--- config.mk ---
export PLATFORM = sky130hd
export DESIGN_NAME = control_unit_p_flat
export DESIGN_NICKNAME = d
export VERILOG_FILES = /design/src/rtl/control_unit_p_pkg.sv /design/src/rtl/control_unit_p_if.sv /design/src/rtl/control_unit_p_pc.sv /design/src/rtl/control_unit_p.sv /design/src/flat_wrapper.sv
export SDC_FILE = /design/constraint.sdc
export NUM_CORES = 1
export LEC_CHECK = 0
export ABC_AREA = 1
export CAP_MARGIN = 20
export CELL_PAD_IN_SITES_DETAIL_PLACEMENT = 0
export CELL_PAD_IN_SITES_GLOBAL_PLACEMENT = 2
export CORE_MARGIN = 1.5
export CORE_UTILIZATION = 22
export DETAILED_ROUTE_END_ITERATION = 7
export PLACE_DENSITY_LB_ADDON = 0.1
export SLEW_MARGIN = 20
export SYNTH_ARGS = -nofsm -noshare
export SYNTH_HDL_FRONTEND = slang
export SYNTH_HIERARCHICAL = 1
export SYNTH_SLANG_ARGS = --single-unit
--- constraint.sdc ---
create_clock -name clk -period 1.8 [get_ports clk]
set_input_delay 0.36 -clock clk [delete_from_list [all_inputs] [get_ports clk]]
set_output_delay 0.36 -clock clk [all_outputs]
set_load 0.05 [all_outputs]
--- src/rtl/control_unit_p_pkg.sv ---
// Shared types for the ProjectB control unit: FSM state codes, opcodes,
// ALU select values and instruction field positions.
package cu_pkg;

    typedef enum logic [3:0] {
        S_INIT      = 4'd0,
        S_FETCH     = 4'd1,
        S_DECODE    = 4'd2,
        S_LOAD_A    = 4'd3,
        S_LOAD_B    = 4'd4,
        S_STORE     = 4'd5,
        S_ADD       = 4'd6,
        S_SUB       = 4'd7,
        S_NOOP      = 4'd8,
        S_HALT      = 4'd9,
        S_JUMP      = 4'd10,
        S_BRZ       = 4'd11,
        S_SETTLE    = 4'd12,
        S_STEP_WAIT = 4'd13
    } state_t;

    typedef enum logic [3:0] {
        OP_NOOP  = 4'd0,
        OP_STORE = 4'd1,
        OP_LOAD  = 4'd2,
        OP_ADD   = 4'd3,
        OP_SUB   = 4'd4,
        OP_HALT  = 4'd5,
        OP_JMP   = 4'd6,
        OP_BRZ   = 4'd7
    } opcode_t;

    localparam logic [2:0] ALU_PASS = 3'b000;
    localparam logic [2:0] ALU_ADD  = 3'b001;
    localparam logic [2:0] ALU_SUB  = 3'b010;

    // Bit positions inside the 16-bit instruction word.
    localparam int FLD_OPC     = 12;  // IR[15:12]
    localparam int FLD_HI      = 8;   // IR[11:8]
    localparam int FLD_MID     = 4;   // IR[7:4]
    localparam int FLD_LO      = 0;   // IR[3:0]
    localparam int FLD_ST_ADDR = 4;   // IR[11:4]
    localparam int FLD_LD_ADDR = 0;   // IR[7:0]
    localparam int NIB_W       = 4;
    localparam int DADDR_W     = 8;

endpackage

--- src/rtl/control_unit_p_if.sv ---
// Bus between the control unit and the ProjectB datapath / instruction ROM.
interface control_unit_p_if #(
    parameter int PC_W = 7
);
    // No valid/ready handshake on this bus: imem_data is the synchronous ROM
    // output for the address sampled on the previous clock edge, alu_zero is
    // combinational from the datapath, and every control output is valid for
    // the whole cycle in which OutState shows the owning state.
    logic [PC_W-1:0] imem_addr;
    logic [15:0]     imem_data;
    logic            alu_zero;
    logic [7:0]      D_addr;
    logic            D_wr;
    logic            RF_s;
    logic            RF_W_en;
    logic [3:0]      RF_W_addr;
    logic [3:0]      RF_Ra_addr;
    logic [3:0]      RF_Rb_addr;
    logic [2:0]      ALU_s0;
    logic [15:0]     IR_Out;
    logic [PC_W-1:0] PC_Out;
    logic [3:0]      OutState;
    logic [3:0]      NextState;
    logic            halted;

    modport master (
        output imem_addr, D_addr, D_wr, RF_s, RF_W_en, RF_W_addr, RF_Ra_addr,
               RF_Rb_addr, ALU_s0, IR_Out, PC_Out, OutState, NextState, halted,
        input  imem_data, alu_zero
    );

    modport slave (
        input  imem_addr, D_addr, D_wr, RF_s, RF_W_en, RF_W_addr, RF_Ra_addr,
               RF_Rb_addr, ALU_s0, IR_Out, PC_Out, OutState, NextState, halted,
        output imem_data, alu_zero
    );
endinterface

--- src/rtl/control_unit_p_pc.sv ---
// Program counter: asynchronous active-low reset to RESET_PC,
// priority load > clear > up, wraps modulo 2^PC_W.
module pc_counter_p #(
    parameter int PC_W     = 7,
    parameter int RESET_PC = 0
) (
    input  logic            clk,
    input  logic            rst_n,
    input  logic            load,
    input  logic            clear,
    input  logic            up,
    input  logic [PC_W-1:0] load_val,
    output logic [PC_W-1:0] pc
);
    localparam logic [PC_W-1:0] RST_VAL = PC_W'(RESET_PC);

    always_ff @(posedge clk or negedge rst_n) begin
        if (!rst_n) begin
            pc <= RST_VAL;
        end else if (load) begin
            pc <= load_val;
        end else if (clear) begin
            pc <= RST_VAL;
        end else if (up) begin
            pc <= pc + PC_W'(1);
        end
    end
endmodule

--- src/rtl/control_unit_p.sv ---
// Fetch/decode/execute control unit for ProjectB with external instruction ROM.
// Optional single-step mode (extra 'step' port, STEP_WAIT state): define SINGLE_STEP_EN.
module control_unit_p
    import cu_pkg::*;
#(
    parameter int PC_W     = 7,
    parameter int RESET_PC = 0,
    parameter int DMEM_LAT = 1
) (
    input  logic clk,
    input  logic reset,
`ifdef SINGLE_STEP_EN
    input  logic step,
`endif
    control_unit_p_if.master bus
);
    localparam int LAT_W = (DMEM_LAT > 1) ? $clog2(DMEM_LAT) : 1;
    localparam logic [LAT_W-1:0] LAT_LAST = LAT_W'(DMEM_LAT - 1);

`ifdef SINGLE_STEP_EN
    localparam state_t DONE_ST = S_STEP_WAIT;
`else
    localparam state_t DONE_ST = S_FETCH;
`endif

    state_t          state, state_nxt;
    logic [15:0]     ir;
    logic [LAT_W-1:0] lat_cnt;
    logic [PC_W-1:0] pc;
    logic [3:0]      opcode;
    logic            pc_up, pc_load, pc_clear;

    logic [7:0]      d_addr;
    logic            d_wr, rf_s, rf_w_en, is_halted;
    logic [3:0]      rf_w_addr, rf_ra_addr, rf_rb_addr;
    logic [2:0]      alu_s0;

    assign opcode = ir[FLD_OPC +: NIB_W];

    pc_counter_p #(
        .PC_W    (PC_W),
        .RESET_PC(RESET_PC)
    ) u_pc (
        .clk     (clk),
        .rst_n   (reset),
        .load    (pc_load),
        .clear   (pc_clear),
        .up      (pc_up),
        .load_val(ir[PC_W-1:0]),
        .pc      (pc)
    );

    always_ff @(posedge clk or negedge reset) begin
        if (!reset) begin
            state   <= S_INIT;
            ir      <= '0;
            lat_cnt <= '0;
        end else begin
            state <= state_nxt;
            if (state == S_FETCH) begin
                ir <= bus.imem_data;
            end
            // Counts LOAD_A cycles; zero in every other state so each load starts fresh.
            lat_cnt <= (state == S_LOAD_A) ? lat_cnt + LAT_W'(1) : '0;
        end
    end

    always_comb begin
        state_nxt  = state;
        d_addr     = '0;
        d_wr       = 1'b0;
        rf_s       = 1'b0;
        rf_w_en    = 1'b0;
        rf_w_addr  = '0;
        rf_ra_addr = '0;
        rf_rb_addr = '0;
        alu_s0     = ALU_PASS;
        is_halted  = 1'b0;
        pc_up      = 1'b0;
        pc_load    = 1'b0;
        pc_clear   = 1'b0;

        case (state)
            S_INIT: state_nxt = S_FETCH;
            S_FETCH: begin
                pc_up     = 1'b1;
                state_nxt = S_DECODE;
            end
            S_DECODE: begin
                case (opcode)
                    OP_STORE: state_nxt = S_STORE;
                    OP_LOAD:  state_nxt = S_LOAD_A;
                    OP_ADD:   state_nxt = S_ADD;
                    OP_SUB:   state_nxt = S_SUB;
                    OP_HALT:  state_nxt = S_HALT;
                    OP_JMP:   state_nxt = S_JUMP;
                    OP_BRZ:   state_nxt = S_BRZ;
                    default:  state_nxt = S_NOOP;
                endcase
            end
            S_LOAD_A: begin
                d_addr    = ir[FLD_LD_ADDR +: DADDR_W];
                rf_w_addr = ir[FLD_HI +: NIB_W];
                rf_s      = 1'b1;
                if (lat_cnt == LAT_LAST) begin
                    state_nxt = S_LOAD_B;
                end
            end
            S_LOAD_B: begin
                d_addr    = ir[FLD_LD_ADDR +: DADDR_W];
                rf_w_addr = ir[FLD_HI +: NIB_W];
                rf_s      = 1'b1;
                rf_w_en   = 1'b1;
                state_nxt = DONE_ST;
            end
            S_STORE: begin
                d_addr     = ir[FLD_ST_ADDR +: DADDR_W];
                rf_ra_addr = ir[FLD_LO +: NIB_W];
                d_wr       = 1'b1;
                state_nxt  = DONE_ST;
            end
            S_ADD, S_SUB: begin
                rf_ra_addr = ir[FLD_HI +: NIB_W];
                rf_rb_addr = ir[FLD_MID +: NIB_W];
                rf_w_addr  = ir[FLD_LO +: NIB_W];
                rf_w_en    = 1'b1;
                alu_s0     = (state == S_ADD) ? ALU_ADD : ALU_SUB;
                state_nxt  = DONE_ST;
            end
            S_NOOP: state_nxt = DONE_ST;
            S_HALT: is_halted = 1'b1;
            S_JUMP: begin
                pc_load   = 1'b1;
                state_nxt = S_SETTLE;
            end
            S_BRZ: begin
                rf_ra_addr = ir[FLD_HI +: NIB_W];
                alu_s0     = ALU_PASS;
                if (bus.alu_zero) begin
                    pc_load   = 1'b1;
                    state_nxt = S_SETTLE;
                end else begin
                    state_nxt = DONE_ST;
                end
            end
            // ROM samples the freshly loaded PC during this cycle.
            S_SETTLE: state_nxt = DONE_ST;
`ifdef SINGLE_STEP_EN
            S_STEP_WAIT: begin
                if (step) begin
                    state_nxt = S_FETCH;
                end
            end
`endif
            default: begin
                pc_clear  = 1'b1;
                state_nxt = S_INIT;
            end
        endcase
    end

    assign bus.imem_addr  = pc;
    assign bus.PC_Out     = pc;
    assign bus.IR_Out     = ir;
    assign bus.OutState   = state;
    assign bus.NextState  = state_nxt;
    assign bus.D_addr     = d_addr;
    assign bus.D_wr       = d_wr;
    assign bus.RF_s       = rf_s;
    assign bus.RF_W_en    = rf_w_en;
    assign bus.RF_W_addr  = rf_w_addr;
    assign bus.RF_Ra_addr = rf_ra_addr;
    assign bus.RF_Rb_addr = rf_rb_addr;
    assign bus.ALU_s0     = alu_s0;
    assign bus.halted     = is_halted;
endmodule

--- src/flat_wrapper.sv ---
// flat-port wrapper written by rule: the top's interface ports become plain ports
module control_unit_p_flat import cu_pkg::*;
#(
    parameter int PC_W     = 7,
    parameter int RESET_PC = 0,
    parameter int DMEM_LAT = 1
)
  (clk, reset, bus_imem_addr, bus_D_addr, bus_D_wr, bus_RF_s, bus_RF_W_en, bus_RF_W_addr, bus_RF_Ra_addr, bus_RF_Rb_addr, bus_ALU_s0, bus_IR_Out, bus_PC_Out, bus_OutState, bus_NextState, bus_halted, bus_imem_data, bus_alu_zero);
  control_unit_p_if #(.PC_W(PC_W)) bus_i ();
  input  logic clk;
  input  logic reset;
  output wire logic [$bits(bus_i.imem_addr)-1:0] bus_imem_addr;
  output wire logic [$bits(bus_i.D_addr)-1:0] bus_D_addr;
  output wire logic [$bits(bus_i.D_wr)-1:0] bus_D_wr;
  output wire logic [$bits(bus_i.RF_s)-1:0] bus_RF_s;
  output wire logic [$bits(bus_i.RF_W_en)-1:0] bus_RF_W_en;
  output wire logic [$bits(bus_i.RF_W_addr)-1:0] bus_RF_W_addr;
  output wire logic [$bits(bus_i.RF_Ra_addr)-1:0] bus_RF_Ra_addr;
  output wire logic [$bits(bus_i.RF_Rb_addr)-1:0] bus_RF_Rb_addr;
  output wire logic [$bits(bus_i.ALU_s0)-1:0] bus_ALU_s0;
  output wire logic [$bits(bus_i.IR_Out)-1:0] bus_IR_Out;
  output wire logic [$bits(bus_i.PC_Out)-1:0] bus_PC_Out;
  output wire logic [$bits(bus_i.OutState)-1:0] bus_OutState;
  output wire logic [$bits(bus_i.NextState)-1:0] bus_NextState;
  output wire logic [$bits(bus_i.halted)-1:0] bus_halted;
  input wire logic [$bits(bus_i.imem_data)-1:0] bus_imem_data;
  input wire logic [$bits(bus_i.alu_zero)-1:0] bus_alu_zero;
  assign bus_imem_addr = bus_i.imem_addr;
  assign bus_D_addr = bus_i.D_addr;
  assign bus_D_wr = bus_i.D_wr;
  assign bus_RF_s = bus_i.RF_s;
  assign bus_RF_W_en = bus_i.RF_W_en;
  assign bus_RF_W_addr = bus_i.RF_W_addr;
  assign bus_RF_Ra_addr = bus_i.RF_Ra_addr;
  assign bus_RF_Rb_addr = bus_i.RF_Rb_addr;
  assign bus_ALU_s0 = bus_i.ALU_s0;
  assign bus_IR_Out = bus_i.IR_Out;
  assign bus_PC_Out = bus_i.PC_Out;
  assign bus_OutState = bus_i.OutState;
  assign bus_NextState = bus_i.NextState;
  assign bus_halted = bus_i.halted;
  assign bus_i.imem_data = bus_imem_data;
  assign bus_i.alu_zero = bus_alu_zero;
  control_unit_p #(.PC_W(PC_W), .RESET_PC(RESET_PC), .DMEM_LAT(DMEM_LAT)) u_core (.clk(clk), .reset(reset), .bus(bus_i));
endmodule
==> results.json <==
{
  "run_status": "complete, but fails checks",
  "violations": "setup timing",
  "syn2layout_area_growth_pct": 103,
  "ys_seq_area_share_pct": 38.1,
  "clk_root_buffer_cell": "clkbuf_8",
  "antennaDiodeCount": 0,
  "dieArea_sq_mm": 0.00891,
  "finalCritPeriodShare_pct": 114,
  "min_path_type": "in2async",
  "final_cells": 454,
  "tritoncts": "yes",
  "fillCellCount": 773,
  "async_reset_ff_share_pct": 100,
  "dp_hpwl_um": 4900,
  "grt_pass1_vias": 1995,
  "cts_hold_buf": 0,
  "ys_ff_latch": 28,
  "clk_pin_slew_worst_paths_ps": 110,
  "critPathLaunchType": "register",
  "crit_type": "reg2out",
  "finalHoldViolations": 0,
  "drt_wl_total_um": 6340,
  "fin_crit_ps": 2050,
  "die_h_um": 94.4,
  "wl_per_cell_um": 14.0,
  "track_usage_pct": 15.1,
  "seqCellArea_sq_um": 711,
  "ioPinCount": 84,
  "htree_levels": 1,
  "rows": 33,
  "synth.most_common_cell": "nand2_1",
  "synth_area_leaders": "dfrtp_1 38%, nand2_1 8.6%, inv_1 6.7%, o21ai_2 6.2%, nor2_1 5.7%",
  "postRouteAntennaNets": 0,
  "synth_top_area_share_pct": 38.1,
  "initial_utilization_pct": 22.6,
  "drive_gt1_share_pct": 57.3,
  "place_ws_ps": -192,
  "yosysTopAreaCell": "dfrtp_1",
  "critPathMaxFanout": 4,
  "stdcell_area_sq_mm": 0.00373,
  "cp-end-kind": "primary output",
  "synth_cell_types": 31,
  "die_w_um": 94.4,
  "synthesis.area_sq_mm": 0.00184,
  "syn_area_per_cell_sq_um": 7.72,
  "hold-worst-slack_ps": 460,
  "setup_viol": 28,
  "io_buffers": 82,
  "drt_iter0_markers": 42,
  "drv_slew": 0,
  "numCtsBuffers": 3,
  "max-cap-violations": 0,
  "antenna_found_initial": 0,
  "setup_ws_ps": -247,
  "clkLatencyLatePin_ps": 280,
  "cp.arrival_ps": 1690,
  "fmax_mhz": 489,
  "synth_common_cells": "42 x nand2_1, 33 x inv_1, 28 x dfrtp_1, 28 x nor2_1, 14 x o22ai_1",
  "core_sq_mm": 0.00813,
  "synth_warnings": 6,
  "synth_nets": 258,
  "gr-total-overflow": 0,
  "synth-main-ff-cell": "dfrtp_1",
  "cp_data_required_time_ps": 1440,
  "fin_skew_ps": 14.4,
  "drt_first_pass_iters": 4,
  "clock-sinks": 28,
  "finalNetCount": 370,
  "synth_edf_count": 0,
  "drc": 0,
  "dpl_cell_area_sq_mm": 0.00324,
  "grt_max_degree": 29,
  "grt_first_pass_wirelength_um": 10300,
  "synthCells": 238,
  "vias": 1998,
  "multi_input_area_sq_mm": 0.00128,
  "gp_congestion": 0.726,
  "rsz0062_at_grt": "true",
  "dp.cells": 434,
  "avgViaCountPerCell": 4.40,
  "clk_path_buf_depth": 2
}
## cell families (layout without fill, tap and decap cells)
kind of cell    after synthesis  after routing  share of synthesized area [%]
buf+inv                      51            162                           14.2
other cells                   1              1                          0.204
compound gates               52             52                           19.1
fa+ha+maj                     1              1                          0.681
flops                        28             28                           38.1
simple gates                105            105                           27.7
## placed cells by master (no fill, tap or decap), types with 7 or more instances in the layout
cell	Yosys	routed
buf_4	8	57
nand2_1	42	36
nand2_2	10	12
o21ai_0	9	7
clkdlybuf4s50_1	0	18
inv_1	33	28
nor2_1	28	12
o21ai_2	13	14
buf_6	5	16
nand3_1	12	11
nor2_4	2	13
dfrtp_1	28	22
o22ai_4	0	15
buf_12	0	28
## flip-flops by register name, summed over array words and instances, names as in the netlist
name / flops
u_core/bus.OutState: 4
u_core/lat_cnt: 1
u_core/u_pc/pc: 7
u_core/bus.IR_Out: 16
## repair_timing
action,in CTS,in global routing
pin swaps,11,7
setup endpoints to repair,31,34
gates resized for setup,51,23
gates cloned,1,0
setup buffers,17,1
## final cells by class
cell class	instances	area share [%]
repair buffers	121	37.3
multi-input cells	159	34.4
flip-flops and latches	28	19.0
inverters	37	4.53
well taps	105	3.52
clock buffers	4	1.21
## per-layer routing
metal | up-vias | global-route usage [%] | share of wire (%)
met2 | 47 | 27.1 | 53
met3 | 4 | 2.33 | 4.2
li1 | 992 | - | -
met5 | - | 0 | 0
met1 | 955 | 19.1 | 42
met4 | 0 | 2.74 | 0.95
## per-stage QoR
step	TNS [ps]	utilization (%)
after floorplan	-1030	-
after global placement	-2290	39.8
after detailed placement	-2190	39.8
after CTS	-6140	44.7
after global routing	-7400	45.9
final	-5300	45.9
## final timing paths
check | startpoint | endpoint | slack [ps] | cells after the start
worst max-delay path | u_core/bus.OutState[3] | bus_RF_W_addr[3] | -250 | 8
worst min-delay path | reset | u_core/u_pc/pc[6] | 460 | 2
worst max register to register | u_core/bus.OutState[2] | u_core/u_pc/pc[3] | 40 | 11
worst min register to register | u_core/lat_cnt | u_core/lat_cnt | 560 | 3
max in group asynchronous | reset | u_core/bus.OutState[1] | 1020 | 2
min in group clk | u_core/lat_cnt | u_core/lat_cnt | 560 | 3
## worst max-delay path, cell delays in order, from the launching register on
cell	delay [ps]
dfrtp_2	440
inv_2	80
nand2_4	60
nor2_4	140
buf_6	120
clkinvlp_4	80
buf_6	150
o22ai_4	150
buf_6	180
Power is left out: the tool's default activity adds up to more than one toggle a clock period on the data nets, which glitch-free logic cannot reach.
